===== config.mk =====
export PLATFORM = sky130hd
export DESIGN_NAME = keypad_key_buffer
export DESIGN_NICKNAME = d
export VERILOG_FILES = /design/src/rtl/keypad_key_buffer.sv
export SDC_FILE = /design/constraint.sdc
export NUM_CORES = 1
export LEC_CHECK = 0
export BUFFER_PORTS_ARGS = -buffer_cell sky130_fd_sc_hd__buf_2
export CAP_MARGIN = 20
export CORE_MARGIN = 2
export CORE_UTILIZATION = 45
export CTS_CLUSTER_SIZE = 25
export DETAILED_ROUTE_END_ITERATION = 7
export PLACE_DENSITY = 0.71
export SLEW_MARGIN = 30
export SYNTH_ARGS = -nofsm -noshare
export SYNTH_HDL_FRONTEND = slang
export SYNTH_SLANG_ARGS = --single-unit
export TNS_END_PERCENT = 30

===== constraint.sdc =====
create_clock -name clk -period 2.3 [get_ports clk]
set_input_delay 0.115 -clock clk [delete_from_list [all_inputs] [get_ports clk]]
set_output_delay 0.115 -clock clk [all_outputs]
set_load 0.05 [all_outputs]

===== src/rtl/keypad_key_buffer.sv =====
// rtl/keypad_key_buffer.sv - keypad digit/Enter/Esc capture buffer (optional debounce via DEBOUNCE_EN)
module keypad_key_buffer #(
    parameter int DEBOUNCE_CYCLES = 16
) (
    input  logic        clk,
    input  logic        reset,
    input  logic        btn_digit,
    input  logic [3:0]  key_digit,
    input  logic        btn_enter,
    input  logic        btn_esc,
    input  logic        clrBuffer,
    output logic [1:0]  KeyCode,
    output logic        KeyCodeAvailable,
    output logic [23:0] hhmmss,
    output logic [2:0]  digit_count
);

    // Button vectors are packed as {esc, enter, digit}.
    localparam int BTN_DIGIT = 0;
    localparam int BTN_ENTER = 1;
    localparam int BTN_ESC   = 2;

    if (DEBOUNCE_CYCLES < 2 || DEBOUNCE_CYCLES > 65535) begin : g_bad_debounce_cycles
        $error("keypad_key_buffer: DEBOUNCE_CYCLES must be in 2..65535");
    end

    logic [2:0] sync1;
    logic [2:0] sync2;
    logic [3:0] key_sync1;
    logic [3:0] key_sync2;
    logic [2:0] level;
    logic [2:0] level_prev;
    logic [2:0] press;

    // Two-flop synchronizer; the digit value rides the same pipeline as its button.
    always_ff @(posedge clk) begin
        if (reset) begin
            sync1     <= '0;
            sync2     <= '0;
            key_sync1 <= '0;
            key_sync2 <= '0;
        end else begin
            sync1     <= {btn_esc, btn_enter, btn_digit};
            sync2     <= sync1;
            key_sync1 <= key_digit;
            key_sync2 <= key_sync1;
        end
    end

`ifdef DEBOUNCE_EN
    localparam logic [15:0] DB_LAST = 16'(DEBOUNCE_CYCLES - 1);

    logic [15:0] db_cnt [3];

    // Per button: flip the debounced level after DEBOUNCE_CYCLES consecutive disagreeing cycles.
    always_ff @(posedge clk) begin
        for (int i = 0; i < 3; i++) begin
            if (reset) begin
                level[i]  <= 1'b0;
                db_cnt[i] <= '0;
            end else if (sync2[i] == level[i]) begin
                db_cnt[i] <= '0;
            end else if (db_cnt[i] == DB_LAST) begin
                level[i]  <= ~level[i];
                db_cnt[i] <= '0;
            end else begin
                db_cnt[i] <= db_cnt[i] + 16'd1;
            end
        end
    end

    // Edge detector; a button held through reset debounces up and presses once.
    always_ff @(posedge clk) begin
        if (reset) begin
            level_prev <= '0;
        end else begin
            level_prev <= level;
        end
    end

    assign press = level & ~level_prev;
`else
    logic [1:0] prime_cnt;
    logic       armed;

    assign level = sync2;
    assign armed = (prime_cnt == 2'd2);

    // Counts the two cycles the synchronizer needs to refill with real samples after reset.
    always_ff @(posedge clk) begin
        if (reset) begin
            prime_cnt <= '0;
        end else if (!armed) begin
            prime_cnt <= prime_cnt + 2'd1;
        end
    end

    // Edge detector; treated as already high until armed so a button held through reset needs a re-press.
    always_ff @(posedge clk) begin
        if (reset || !armed) begin
            level_prev <= '1;
        end else begin
            level_prev <= level;
        end
    end

    assign press = level & ~level_prev & {3{armed}};
`endif

    // Key code and digit buffer; clrBuffer clears and swallows same-cycle events, pending code blocks everything.
    always_ff @(posedge clk) begin
        if (reset || clrBuffer) begin
            KeyCode          <= 2'b00;
            KeyCodeAvailable <= 1'b0;
            hhmmss           <= '0;
            digit_count      <= '0;
        end else if (!KeyCodeAvailable) begin
            if (press[BTN_ESC]) begin
                KeyCode          <= 2'b10;
                KeyCodeAvailable <= 1'b1;
            end else if (press[BTN_ENTER]) begin
                KeyCode          <= 2'b01;
                KeyCodeAvailable <= 1'b1;
            end else if (press[BTN_DIGIT] && key_sync2 <= 4'd9 && digit_count < 3'd6) begin
                hhmmss      <= {hhmmss[19:0], key_sync2};
                digit_count <= digit_count + 3'd1;
            end
        end
    end

endmodule


==> impl_metrics.yaml, run 1 <==
run_status:
  status: "completed"
global_route:
  antenna_found_initial: 0
  grt_overflow_total: 0
  grt_usage: 0.144
  grt_pass1_vias: 1122
  grt_max_degree: 33
  grt_pass1_wl_mm: 4.70
yosys:
  avgSynthCellArea_um2: 10.8
  syn_inst: 164
  syn_nets: 176
  ys_seq_area_frac: 0.554
  ys_seq_elements: 49
  ys_types: 24
  synth_warnings: 0
  netlist_area_mm2: 0.00177
timing:
  setup_viol: 0
  slew_headroom: 0.712
  rsz0062_at_grt: "false"
  fin_crit_sh: 0.833
  hold_ws_ns: 0.0154
  final.setup.worst_slack_ns: 0.384
  fin_crit_ns: 1.92
  hold_viol: 0
  final.setup.tns_ns: 0
  drv_slew: 0
  final.setup_skew_ns: 0.00266
  fmax_mhz: 522
  worst_pin_slew_ns: 0.432
setup_path:
  crit_fanout: 26
  crit_path_start_kind: "flip-flop"
  crit_arrival_ns: 2.15
  required_ns: 2.53
  critPathKind: "reg2reg"
  end_kind: "flip-flop"
detailed_routing:
  firstDrtPassIters: 4
  routedWlPerCell_um: 11.1
  route.detailed.drc: 0
  ant_nets: 0
  drt_wl_total_mm: 2.81
  vias: 1200
  vias_per_cell: 4.76
  drt_iter0_drc: 45
clock_network:
  ctsRootBufferMaster: "clkbuf_8"
  cts.sink_count: 49
  cts_tree: "built"
  insertion_delay_ns: 0.30
  holdBufCountCts: 0
  clk_path_buf_depth: 2
  clk_pin_slew_ns: 0.08
  numCtsBuffers: 5
  ctsResizeCount: 0
  htreeDepth: 2
  postCtsSetupRepairBufs: 0
power:
  pwr-share-comb: 0.082
  switching_share: 0.215
  clock_power_share: 0.373
  irDropWorstVdd_mv: 0.423
  switchingPower_mw: 0.356
  p_per_area_mw_per_mm2: 798
  pwr-share-seq: 0.545
  p_int_mw: 1.30
  p_leak_nw: 0.846
die:
  start_util: 0.477
  die_y_um: 66.7
  die_w_um: 66.7
  std_cell_rows: 22
  fp.dieArea_mm2: 0.00445
  fp.coreArea_mm2: 0.00372
  pin_count: 40
finish:
  fin_cells: 252
  seq_area_um2: 981
  fill_cells: 333
  nNetsFinal: 215
  finalInstanceArea_mm2: 0.00207
  multi_input_comb_area_um2: 707
  areaGrowthSynthToFinish_pct: 17.1
  drive_above_1_share: 0.265
  n_antenna_cell: 0
placement:
  gp_congestion: 0.734
  dp_hpwl_mm: 1.96
  dp.cells: 244
  placed_area_mm2: 0.00196
  dp_slack_ns: 0.390
  numPortBuffers: 39
run:
  drv_cap: 0
hold_path:
  min_path_type: "in2reg"
[stage by stage]
step | util | total power [mW]
floorplan | - | 1.03
global placement | 0.527 | 1.05
detailed placement | 0.527 | 1.05
CTS | 0.558 | 1.67
global route | 0.558 | 1.73
finish | 0.558 | 1.66
[cell usage in the layout, fill, tap and decap left out]
cell,n
o21a_1,2
dfxtp_1,49
a2111oi_4,1
or3_1,1
a21bo_2,1
and4_1,1
inv_1,2
nand2b_1,5
and3_4,1
nor2_1,8
nor2b_1,15
nand4_1,1
or2b_1,1
xor2_1,1
mux2i_1,26
clkbuf_8,6
bufinv_16,1
or2_2,1
buf_4,1
nor2_2,1
o221a_2,1
ha_1,2
nand2_2,1
a21oi_1,2
clkbuf_1,1
nand2_1,32
buf_2,39
o21ai_1,1
[final timing paths]
kind / slack (ns) / cells past startpoint / to / startpoint
min: 0.02 / 2 / key_sync1[0]$_SDFF_PP0_ / key_digit[0]
max reg2reg: 0.38 / 6 / hhmmss[0]$_SDFFE_PP0P_ / prime_cnt[0]$_SDFFE_PP0P_
max: 0.38 / 6 / hhmmss[0]$_SDFFE_PP0P_ / prime_cnt[0]$_SDFFE_PP0P_
min reg2reg: 0.44 / 1 / key_sync2[2]$_SDFF_PP0_ / key_sync1[2]$_SDFF_PP0_
[cells in the mapped netlist]
library cell / count / area, um^2
xor2_1: 1 / 8.76
o21a_1: 2 / 15.0
nand2_2: 1 / 6.26
and3_4: 1 / 11.3
ha_1: 2 / 25.0
nor2b_1: 15 / 93.8
mux2i_1: 26 / 260
o221a_2: 1 / 11.3
clkbuf_1: 5 / 18.8
inv_1: 2 / 7.51
and4_1: 1 / 8.76
buf_12: 3 / 60.1
nand4_1: 1 / 6.26
dfxtp_1: 49 / 981
a21oi_1: 2 / 10.0
a21bo_2: 1 / 10.0
or2_2: 1 / 6.26
nor2_1: 9 / 33.8
or2b_1: 1 / 7.51
o21ai_1: 1 / 5.00
nand2b_1: 5 / 31.3
nand2_1: 32 / 120
a2111oi_4: 1 / 27.5
or3_1: 1 / 6.26
[routing by layer]
layer  part of all wire  routed length [um]  global-route usage
met5                  0                   0                   0
met2               0.47                1330               0.241
met1               0.44                1240               0.155
met4              0.022                  61              0.0689
met3              0.062                 173              0.0608
[flip-flops by register name (all words and copies together), names as in the netlist, 3 cells and up]
register / cells
digit_count: 3
hhmmss: 24
key_sync1: 4
key_sync2: 4
level: 3
level_prev: 3
sync1: 3
[power groups by stage]
stage	logic, mW	registers (mW)	clock network [mW]
floorplan	0.106	0.920	0
global placement	0.125	0.921	0
detailed placement	0.129	0.923	0
CTS	0.139	0.903	0.631
global route	0.152	0.907	0.670
finish	0.136	0.903	0.617
[layout make-up]
class,count,area share
Multi-Input combinational cell,105,0.341
Clock buffer,7,0.0416
Timing Repair Buffer,40,0.0977
Tap cell,48,0.0290
Clock inverter,1,0.0145
Sequential cell,49,0.473
Inverter,2,0.00362
[critical path, stage by stage, from the launching register on]
cell,delay [ns]
dfxtp_1,0.32
inv_1,0.05
ha_1,0.28
nand2_2,0.10
a2111oi_4,0.32
and3_4,0.53
mux2i_1,0.24
[cells by family after synthesis]
family | after synthesis | synth area share
compound gates | 8 | 0.0445
mux | 26 | 0.147
xor+xnor | 1 | 0.00494
fa+ha+maj | 2 | 0.0141
buf+inv | 10 | 0.0487
flops | 49 | 0.554
simple gates | 68 | 0.187
Note: power is estimated with default switching activity, not from simulation.
==> inputs of run 2 (changes only) <==
Settings changed: PLACE_DENSITY 0.71 to 0.74.
Clock period 2.3 ns to 1.7 ns, I/O delays scaled along.
==> run 2 against run 1 <==
Net effect: sequential cell count unchanged; non-clock buffer count up 11; register-to-register slack lost 0.25 ns; total power rose by 26%; utilization grew 2.9 points; maximum frequency rose by 22%; design area up 5.2%; critical path depth rose by 1; sequential power rose by 35%; worst hold slack better by 0.00074 ns; combinational power rose by 49%; sequential share of layout area is 2.3 points lower; critical path type unchanged; highest routed layer unchanged.
==> impl_metrics.yaml, run 2 (synthesized netlist as in run 1, its figures left out) <==
timing:
  final.setup.worst_slack_ns: 0.131
  drv_slew: 0
  fin_crit_ns: 1.57
  slew_headroom: 0.775
  fin_crit_sh: 0.923
  fmax_mhz: 637
  hold_viol: 0
  rsz0062_at_grt: "false"
  final.setup_skew_ns: 0.00431
  setup_viol: 0
  worst_pin_slew_ns: 0.337
  final.setup.tns_ns: 0
die:
  start_util: 0.477
  die_w_um: 66.7
  pin_count: 40
  fp.dieArea_mm2: 0.00445
  die_y_um: 66.7
  std_cell_rows: 22
  fp.coreArea_mm2: 0.00372
setup_path:
  crit_arrival_ns: 1.78
  required_ns: 1.92
  crit_fanout: 9
  critPathKind: "reg2reg"
  crit_path_start_kind: "flip-flop"
  end_kind: "flip-flop"
detailed_routing:
  vias: 1184
  firstDrtPassIters: 4
  drt_wl_total_mm: 2.79
  vias_per_cell: 4.52
  route.detailed.drc: 0
  routedWlPerCell_um: 10.6
  ant_nets: 0
  drt_iter0_drc: 101
hold_path:
  min_path_type: "in2reg"
finish:
  n_antenna_cell: 0
  largest_reg_flops: 24
  reg_top3: "hhmmss (24), key_sync1 (4), key_sync2 (4)"
  drive_above_1_share: 0.276
  nNetsFinal: 226
  final_core_util: 0.587
  final_common_cell: "dfxtp_1"
  areaGrowthSynthToFinish_pct: 23.2
  fin_cells: 262
  top_register: "hhmmss"
  final_cell_mix: "dfxtp_1 (49), buf_2 (39), nand2_1 (32), mux2i_1 (26), nor2b_1 (15)"
clock_network:
  ctsRootBufferMaster: "clkbuf_8"
  htreeDepth: 2
  insertion_delay_ns: 0.29
  cts_tree: "built"
  clk_path_buf_depth: 2
  clk_pin_slew_ns: 0.08
  cts.sink_count: 49
  numCtsBuffers: 5
placement:
  dp_hpwl_mm: 1.92
  numPortBuffers: 39
  dp_slack_ns: 0.0255
  gp_congestion: 0.736
  dp.cells: 248
run_status:
  status: "completed"
power:
  p_per_area_mw_per_mm2: 954
  p_leak_nw: 0.891
  irDropWorstVdd_mv: 0.678
global_route:
  grt_overflow_total: 0
  grt_usage: 0.135
  grt_pass1_vias: 1042
  grt_max_degree: 34
  antenna_found_initial: 0
  grt_pass1_wl_mm: 4.49
run:
  drv_cap: 0
run 2: changes by cell type in the layout (fill, tap and decap cells not counted), sizes merged:
cell,before,now
buf,40,45
bufinv,1,0
dlygate4sd3,0,6
run 2: layer usage:
layer	global-route usage	vias up	routed length [um]
li1	-	636	-
met5	0	-	0
met3	0.0405	8	150
met4	0.0765	0	64
met1	0.162	513	1300
met2	0.213	27	1280
run 2: layout make-up:
cell class	instances	area, um^2
Multi-Input combinational cell	105	709
Fill cell	344	1530
Inverter	2	7.51
Tap cell	48	60.1
Sequential cell	49	981
Timing Repair Buffer	51	338
Clock buffer	7	86.3
run 2: worst max-delay path, cell delays in order, from the launching register on:
cell	delay, ns
dfxtp_1	0.32
inv_1	0.06
ha_2	0.20
nand2_2	0.07
a2111oi_4	0.21
and3_4	0.30
buf_12	0.15
mux2i_1	0.20
run 2: final timing paths:
check | from | end | slack, ns | cells after the start
setup reg to reg | prime_cnt[0]$_SDFFE_PP0P_ | hhmmss[13]$_SDFFE_PP0P_ | 0.13 | 7
hold reg to reg | key_sync1[1]$_SDFF_PP0_ | key_sync2[1]$_SDFF_PP0_ | 0.44 | 1
hold / removal | btn_enter | sync1[1]$_SDFF_PP0_ | 0.02 | 2
setup / recovery | prime_cnt[0]$_SDFFE_PP0P_ | hhmmss[13]$_SDFFE_PP0P_ | 0.13 | 7
run 2: stage by stage:
step	area, um^2	power, mW	hold slack, ns
detailed placement	2030	1.44	0.297
global placement	2030	1.44	0.294
floorplan	1770	1.39	0.213
CTS	2170	2.11	0.0112
global route	2180	2.18	0.0283
finish	2180	2.08	0.0161
run 2: where the power goes:
part	switching (mW)	leakage (nW)	internal, mW	total (mW)
Combinational	0.0991	0.448	0.103	0.202
Sequential	0.0222	0.398	1.20	1.22
Clock	0.334	0.0443	0.323	0.657
run 2: what timing repair did:
action,CTS,global route
setup endpoints to repair,0,25
buffers inserted,0,1
hold buffers,6,0
hold endpoints to repair,6,0
resized for setup,0,1
==> inputs of run 3 (changes only) <==
Settings changed: CELL_PAD_IN_SITES_DETAIL_PLACEMENT from default to 0, CELL_PAD_IN_SITES_GLOBAL_PLACEMENT from default to 1, CORE_UTILIZATION 45 to 36, PLACE_DENSITY 0.74 to 0.76.
==> run 3 against run 2 <==
Net effect: design area up 4.4%; sequential share of layout area shrank 1.8 points; maximum frequency fell by 2.0%; sequential cell count unchanged; largest cell class unchanged.
==> impl_metrics.yaml, run 3 (synthesized netlist as in run 1, its figures left out) <==
run_status:
  status: "completed"
die:
  pin_count: 40
  die_w_um: 74.2
  std_cell_rows: 25
  start_util: 0.375
  fp.dieArea_mm2: 0.00550
  die_y_um: 74.2
  fp.coreArea_mm2: 0.00472
timing:
  slew_headroom: 0.770
  rsz0062_at_grt: "false"
  drv_slew: 0
  hold_viol: 0
  final.setup_skew_ns: 0.0131
  final.setup.tns_ns: 0
  final.setup.worst_slack_ns: 0.0984
  setup_viol: 0
  fin_crit_ns: 1.60
  worst_pin_slew_ns: 0.345
  fmax_mhz: 624
  fin_crit_sh: 0.942
setup_path:
  required_ns: 1.94
  end_kind: "flip-flop"
  r2r-start: "prime_cnt[0]$_SDFFE_PP0P_"
  crit_path_start_kind: "flip-flop"
  crit_fanout: 7
  critPathKind: "reg2reg"
  r2r_cells: 7
  rrSetupSlack_ns: 0.1
  crit_arrival_ns: 1.84
  r2r-end: "hhmmss[13]$_SDFFE_PP0P_"
detailed_routing:
  ant_nets: 0
  routedWlPerCell_um: 11.1
  route.detailed.drc: 0
  vias_per_cell: 4.36
  firstDrtPassIters: 4
  drt_wl_total_mm: 3.15
  drt_iter0_drc: 51
  vias: 1238
placement:
  numPortBuffers: 39
  gp_congestion: 0.738
  dp_slack_ns: 0.0697
  dp_hpwl_mm: 2.08
finish:
  largest_reg_flops: 24
  drive_above_1_share: 0.286
  fill_cells: 458
  nNetsFinal: 228
  final_core_util: 0.482
  areaGrowthSynthToFinish_pct: 28.5
  final_common_cell: "dfxtp_1"
  multi_input_comb_area_um2: 713
  n_antenna_cell: 0
  reg_top3: "hhmmss (24), key_sync1 (4), key_sync2 (4)"
  seq_area_um2: 982
  top_register: "hhmmss"
  final_cell_mix: "dfxtp_1 (48), buf_2 (39), nand2_1 (32), mux2i_1 (26), nor2b_1 (15)"
power:
  p_per_area_mw_per_mm2: 994
  finalPower_mw: 2.26
  p_leak_nw: 0.926
  irDropWorstVdd_mv: 0.474
global_route:
  grt_overflow_total: 0
  antenna_found_initial: 0
  grt_pass1_vias: 1143
  grt_max_degree: 33
  grt_usage: 0.121
  grt_pass1_wl_mm: 5.09
clock_network:
  clk_pin_slew_ns: 0.10
  htreeDepth: 2
  numCtsBuffers: 5
  cts.sink_count: 49
  insertion_delay_ns: 0.30
  clk_path_buf_depth: 2
  ctsRootBufferMaster: "clkbuf_8"
  cts_tree: "built"
hold_path:
  min_from: "clrBuffer"
  min_path_type: "in2reg"
  hold_end: "digit_count[2]$_SDFFE_PP0P_"
  hold_depth: 4
run:
  drv_cap: 0
[run 3: area by class of cell]
cell class / instances / area share
Multi-Input combinational cell: 105 / 0.313
Inverter: 2 / 0.00330
Tap cell: 67 / 0.0368
Clock inverter: 3 / 0.0192
Clock buffer: 5 / 0.0302
Timing Repair Buffer: 53 / 0.166
Sequential cell: 49 / 0.431
[run 3: where the power goes]
part           switching [mW]  leakage, nW  internal (mW)
combinational           0.106        0.469          0.106
clock                   0.386       0.0585          0.441
sequential             0.0235        0.399           1.20
total                   0.515        0.926           1.75
[run 3: stage by stage]
step,instances,area [um^2],hold slack [ns]
floorplan,164,1770,0.213
global placement,266,2030,0.295
detailed placement,266,2030,0.298
CTS,281,2210,0.0881
global route,284,2280,0.113
finish,284,2280,0.0952
[run 3: layer usage]
layer  part of all wire  vias to the layer above  GRT usage  routed length (um)
li1                   -                      645          -                   -
met3              0.032                        5     0.0325                 100
met5                  0                        -          0                   0
met4              0.016                        0     0.0545                  49
met1               0.48                      567      0.155                1510
met2               0.47                       21      0.191                1480
[run 3: how the worst max path moves through the flow]
stage	start	end
after floorplan	prime_cnt[0]$_SDFFE_PP0P_	hhmmss[20]$_SDFFE_PP0P_
after global placement	prime_cnt[0]$_SDFFE_PP0P_	hhmmss[9]$_SDFFE_PP0P_
after detailed placement	prime_cnt[0]$_SDFFE_PP0P_	hhmmss[11]$_SDFFE_PP0P_
after CTS	prime_cnt[0]$_SDFFE_PP0P_	hhmmss[11]$_SDFFE_PP0P_
after global routing	prime_cnt[0]$_SDFFE_PP0P_	digit_count[1]$_SDFFE_PP0P_
final	prime_cnt[0]$_SDFFE_PP0P_	hhmmss[13]$_SDFFE_PP0P_
[run 3: critical path, cell delays in order, from the launching register on]
cell and delay [ns]:
dfxtp_2 0.34, inv_1 0.04, ha_1 0.21, buf_4 0.16, a21bo_4 0.19, and3_4 0.26, clkbuf_16 0.18, mux2i_1 0.17
[run 3: what timing repair did]
| item | CTS | global route |
|---|---|---|
| resized for setup | 0 | 2 |
| buffers inserted | 0 | 1 |
| hold endpoints to repair | 7 | 0 |
| setup endpoints to repair | 0 | 21 |
| hold buffers | 7 | 0 |
